### src/rtl/fifo_sync_ctrl.sv
// fifo_sync_ctrl
// Single-clock pointer and flag controller for a dual-port FIFO storage array.
// Produces write/read addresses, full/empty, occupancy, almost flags and
// sticky overflow/underflow indications. Reads are first-word-fall-through:
// the array's rdata follows raddr combinationally, so the head entry is
// visible whenever rempty is low.
module fifo_sync_ctrl #(
    parameter int ADDR_LINES   = 8,
    parameter int AFULL_LEVEL  = 252,
    parameter int AEMPTY_LEVEL = 4
) (
    input  logic                  wclk,
    input  logic                  wrst,
    input  logic                  clr,
    input  logic                  winc,
    input  logic                  rinc,
    output logic [ADDR_LINES-1:0] waddr,
    output logic [ADDR_LINES-1:0] raddr,
    output logic                  wfull,
    output logic                  rempty,
    output logic                  walmost_full,
    output logic                  ralmost_empty,
    output logic [ADDR_LINES:0]   count,
    output logic                  overflow,
    output logic                  underflow
);

    localparam int PW = ADDR_LINES + 1;
    localparam logic [PW-1:0] AFULL_CNT  = PW'(AFULL_LEVEL);
    localparam logic [PW-1:0] AEMPTY_CNT = PW'(AEMPTY_LEVEL);

    logic [PW-1:0] wptr_q, wptr_d;
    logic [PW-1:0] rptr_q, rptr_d;
    logic [PW-1:0] count_q, count_d;
    logic          wfull_q, wfull_d;
    logic          rempty_q, rempty_d;
    logic          walmost_full_q, walmost_full_d;
    logic          ralmost_empty_q, ralmost_empty_d;
    logic          overflow_q, overflow_d;
    logic          underflow_q, underflow_d;
    logic          push;
    logic          pop;

    // Next-state pointers and flags; flags come from the next pointers so they
    // are correct in the very cycle after a push/pop edge.
    always_comb begin
        push = winc & ~wfull_q;
        pop  = rinc & ~rempty_q;

        wptr_d      = wptr_q + PW'(push);
        rptr_d      = rptr_q + PW'(pop);
        overflow_d  = overflow_q  | (winc & wfull_q);
        underflow_d = underflow_q | (rinc & rempty_q);

        if (clr) begin
            wptr_d      = '0;
            rptr_d      = '0;
            overflow_d  = 1'b0;
            underflow_d = 1'b0;
        end

        count_d         = wptr_d - rptr_d;
        rempty_d        = (wptr_d == rptr_d);
        wfull_d         = (wptr_d[PW-1] != rptr_d[PW-1]) &&
                          (wptr_d[PW-2:0] == rptr_d[PW-2:0]);
        walmost_full_d  = (count_d >= AFULL_CNT);
        ralmost_empty_d = (count_d <= AEMPTY_CNT);
    end

    // State register with synchronous active-high reset.
    always_ff @(posedge wclk) begin
        if (wrst) begin
            wptr_q          <= '0;
            rptr_q          <= '0;
            count_q         <= '0;
            wfull_q         <= 1'b0;
            rempty_q        <= 1'b1;
            walmost_full_q  <= 1'b0;
            ralmost_empty_q <= 1'b1;
            overflow_q      <= 1'b0;
            underflow_q     <= 1'b0;
        end else begin
            wptr_q          <= wptr_d;
            rptr_q          <= rptr_d;
            count_q         <= count_d;
            wfull_q         <= wfull_d;
            rempty_q        <= rempty_d;
            walmost_full_q  <= walmost_full_d;
            ralmost_empty_q <= ralmost_empty_d;
            overflow_q      <= overflow_d;
            underflow_q     <= underflow_d;
        end
    end

    assign waddr         = wptr_q[PW-2:0];
    assign raddr         = rptr_q[PW-2:0];
    assign count         = count_q;
    assign wfull         = wfull_q;
    assign rempty        = rempty_q;
    assign walmost_full  = walmost_full_q;
    assign ralmost_empty = ralmost_empty_q;
    assign overflow      = overflow_q;
    assign underflow     = underflow_q;

endmodule

### config.mk
export PLATFORM = sky130hd
export DESIGN_NAME = fifo_sync_ctrl
export DESIGN_NICKNAME = d
export VERILOG_FILES = /design/src/rtl/fifo_sync_ctrl.sv
export SDC_FILE = /design/constraint.sdc
export NUM_CORES = 1
export LEC_CHECK = 0
export CAP_MARGIN = 20
export CORE_MARGIN = 1.5
export CORE_UTILIZATION = 45
export CTS_BUF_LIST = sky130_fd_sc_hd__clkbuf_4 sky130_fd_sc_hd__clkbuf_8 sky130_fd_sc_hd__clkbuf_16
export DETAILED_ROUTE_END_ITERATION = 8
export PLACE_DENSITY = 0.73
export RECOVER_POWER = 100
export SLEW_MARGIN = 10
export SYNTH_ARGS = -nofsm -noshare
export SYNTH_HDL_FRONTEND = slang
export SYNTH_SLANG_ARGS = --single-unit
### constraint.sdc
create_clock -name wclk -period 9.7 [get_ports wclk]
set_input_delay 1.455 -clock wclk [delete_from_list [all_inputs] [get_ports wclk]]
set_output_delay 1.455 -clock wclk [all_outputs]
set_load 0.1 [all_outputs]
## Word-level counts from Yosys, hierarchy flattened

Index checks and enable logic that the tools add are counted.

- Bits of input ports: 5
- Bits in registers: 33

- Equal/unequal tests: 3
- $add $sub $neg: 3
- Multiplexer cells: 2
- Bitwise operators: 8
- $lt $le $gt $ge: 2
- Reductions and logical operators: 2

Operator list:

| kind | count |
|---|---|
| adder 9 x 1 -> 9 bit | 2 |
| 2-to-1 mux 9 bit | 2 |
| equality test 9 bit | 1 |
| >= comparator 9 x 8 -> 1 bit, second input constant | 1 |
| less-or-equal comparator 9 x 3 -> 1 bit, second input constant | 1 |
| subtractor 9 bit | 1 |
| equality test 8 bit | 1 |
| AND 1 bit | 4 |
| inverter 1 bit | 2 |
| OR 1 bit | 2 |
| OR reduction 2 bit | 1 |
| logical AND 1 bit | 1 |
| != test 1 bit | 1 |

## Longest topological paths before layout

- Depth after elaboration: 6
- Mapped depth: 14
- Mapped depth without buffers: 14

## Worst setup path after synthesis

Ideal clock, no wire load.

- Path type: input port to flip-flop
- Start: input rinc
- End: register ralmost_empty_q (netlist: ralmost_empty)
- Stages: 13
- Data arrival time: 4.075 ns
- Data required time: 9.585 ns
- Setup slack: 5.509 ns
- Buffers on the path: 0
- Cells stage by stage: nor2b_1 -> ha_1 -> ha_1 -> nand3_1 -> or3_1 -> a21o_1 -> ha_1 -> or4b_2 -> o2111ai_1 -> a311oi_1 -> o2111ai_1 -> nor2_1 -> a31o_1

- Word-level cells in the longest chain between the ends: 5

RTL lines:

| item | RTL line | RTL |
|---|---|---|
| from (decl) | 16 | `input logic rinc,` |
| AND 1 bit | 48 | `pop = rinc & ~rempty_q;` |
| adder 9 x 1 -> 9 bit | 51 | `rptr_d = rptr_q + PW'(pop);` |
| 2-to-1 mux 9 bit | 55 | `if (clr) begin` |
| subtractor 9 bit | 62 | `count_d = wptr_d - rptr_d;` |
| less-or-equal comparator 9 x 3 -> 1 bit | 67 | `ralmost_empty_d = (count_d <= AEMPTY_CNT);` |
| to (signal assigned) | 89 | `ralmost_empty_q <= ralmost_empty_d;` |
| to (decl) | 38 | `logic ralmost_empty_q, ralmost_empty_d;` |

No other way between the ends.
A chain may end at the register's enable or synchronous reset.

## Worst setup path in the final report

Ends and elaborated chain as after synthesis.

==> run metrics <==
status=complete, no violations; clock skew=0.00370 ns; Inserted Diodes=0; Initial Util=48.2%; combinational cell fraction of total power=between 10% and 20%; Cells after Synth=roughly 200; crit path capture type=flip-flop; die width=between 60 and 70 µm; largest net degree at the start of global routing=31; worst-path maximum fanout=9; sequential power share=between 40% and 50%; Pre-Repair DR Iteration Count=4; Syn Nets=221; gp weighted congestion=0.819; cell area after placement=0.00208 mm²; most common cell after layout, fill and taps aside=dlygate4sd3_1; Ports=36; worst reg2reg startpoint=rempty; unrepaired setup endpoints after global routing=false; fin crit share=about half; number of flops mapped to enable cells by yosys=0; critical path launch point type=input pin; HPWL Detailed=between 2 and 2.5 mm; Iter 0 DRT Violations=42; postcts setup bufs=0; Internal=208 µW; post-cts resize count=0; clk root buf=clkbuf_8; complex-gate fraction of the synthesized area=between 7 and 8%; critical path class=in -> reg; final hold viol count=0; clock slew at reported path FFs=~0.060 ns; Ys Warns=0; most frequent cells in the layout=dlygate4sd3_1 (34), dfxtp_1 (33), nor2_1 (27); CP required=9.88 ns; Hold Path Class=reg -> reg; number of routed nets with antenna violations=0; Total Routing Usage GR=17.7%; total grt overflow=0; share of cells above drive strength 1=approximately 7%; Via-to-Cell Ratio=just over 5; fin crit period=4.68 ns; Syn Area/Cell=about 9 µm²; CTS sink cnt=33; initial antenna violation count=0; top_reg_cell synth=dfxtp_1; Max Buffers Root-to-Sink=2; critical path startpoint=rinc; number of synthesized register bits=33; clock share of power=36.8%; setup TNS=0 ns; DRC=0; Synth Area in Simple Gates=around a quarter; slew margin rel.=between 30% and 40%; Max Cap Viol=0; CTS tree=built; Min Hold Slack=~0.5 ns; Post-Synth Adder-Cell Area=about a tenth; Max Fclk=approximately 0.21 GHz; final setup vio count=0; Post-CTS Hold Buffers=0; VDD IR max=between 0.09 and 0.1 mV; first-pass GRT wire length=5.87 mm; Layout area overhead=19.9%; Least-Margin Pin Slew=just under 1 ns; Mapped Area=roughly 0.0018 mm²; H-Tree Depth=2; FFs w/ async S/R, synth=0%; Arrival @ worst endpoint=~5 ns; mux cell area share after synthesis=less than 1%; xor and xnor area share after synthesis=10.2%; PortBufs=35; WL/cell=roughly 12 µm; worst skew pair latency=0.28 ns; leakage power=0.000907 µW; die area=approximately 0.0044 mm²; post-synthesis sequential area ratio=a little over a third; post-synth cell types=42; row cnt=22; Max Slew Vio Count=0; Routed Wire Length=about 3.3 mm; Sw Share=between 20% and 30%; final instance area=0.00216 mm²; largest family of logic cells by synthesized area=simple AND/OR/NAND/NOR gates; # nets final=242; total number of vias=approximately 1400; die height=roughly 66 µm; hold wc startpoint=underflow; sw power=approximately 81 µW; vias in the first global route=1293; CTS Buf Count=5; Core Area=between 0.003 and 0.004 mm²; Power Dens Cells=between 100 and 150 mW/mm²
## stage by stage
stage	total power (µW)	util (%)	worst slack [ns]	cells
final	289	57.8	5.02	272
after global routing	301	57.8	4.77	272
after CTS	294	57.9	5.11	272
after detailed placement	187	55.5	4.83	265
after global placement	187	55.5	4.91	265
after floorplan	178	-	5.51	203
## Yosys cell counts (all sizes together), types with 2 or more instances
library cell	number	area, µm²
dfxtp	33	661
nor2	27	101
buf	17	124
ha	12	150
nor3	11	55.1
nor2b	10	62.6
xnor2	10	106
nand3	9	50.1
xor2	8	77.6
nand2	7	26.3
nand2b	6	37.5
clkbuf	5	20.0
inv	5	18.8
a21o	4	31.3
a21oi	4	20.0
and2	4	25.0
nand4	3	18.8
o2111ai	3	26.3
o21ai	3	15.0
or2	3	18.8
or3	3	18.8
and3	2	12.5
## power by group through the flow
stage	combinational [µW]	clock, µW	sequential [µW]
final	43.3	106	140
after global routing	45.9	116	140
after CTS	44.8	109	140
after detailed placement	44.6	0	143
after global placement	44.7	0	143
after floorplan	16.4	0	161
## per-layer routing
metal / track usage [%] / wire, µm / vias up
met4: 7.14 / 46 / 0
met2: 26.9 / 1500 / 30
li1: - / - / 714
met3: 5.11 / 163 / 6
met5: 0 / 0 / -
met1: 23.4 / 1630 / 646
## path summary, 6_finish.rpt
| path | to | slack (ns) | cells after the start |
|---|---|---|---|
| max | ralmost_empty | 5.02 | 14 |
| min | underflow | 0.51 | 2 |
| max reg2reg | ralmost_empty | 6.43 | 13 |
| min reg2reg | underflow | 0.51 | 2 |
## sequential cells by signal (all words and copies together), names as in the netlist
name / cells
overflow: 1
wptr_q: 9
walmost_full: 1
count: 9
underflow: 1
rempty: 1
ralmost_empty: 1
wfull: 1
rptr_q: 9
## final cells by class
type	instances	area, µm²
Clock buffer	7	90.1
Inverter	5	18.8
Multi-Input combinational cell	143	975
Fill cell	367	1580
Timing Repair Buffer	36	358
Tap cell	48	60.1
Sequential cell	33	661
## logic make-up after synthesis
logic type                 after synthesis
and+or+nand+nor                         91
buffers and inverters                   27
DFF                                     33
adders and majority gates               13
xor gates and xnor gates                18
AOI/OAI and AO/OA                       20
muxes                                    1
## critical path, stage by stage
cell,delay (ns)
dlygate4sd3_1,0.54
nor2b_1,0.13
ha_1,0.17
ha_1,0.18
nand3_1,0.16
or3_1,0.38
a21o_1,0.20
ha_1,0.40
or4b_2,0.61
o2111ai_1,0.10
a311oi_1,0.11
o2111ai_1,0.15
nor2_1,0.06
a31o_1,0.21
Power figures use the tool's default switching activity.
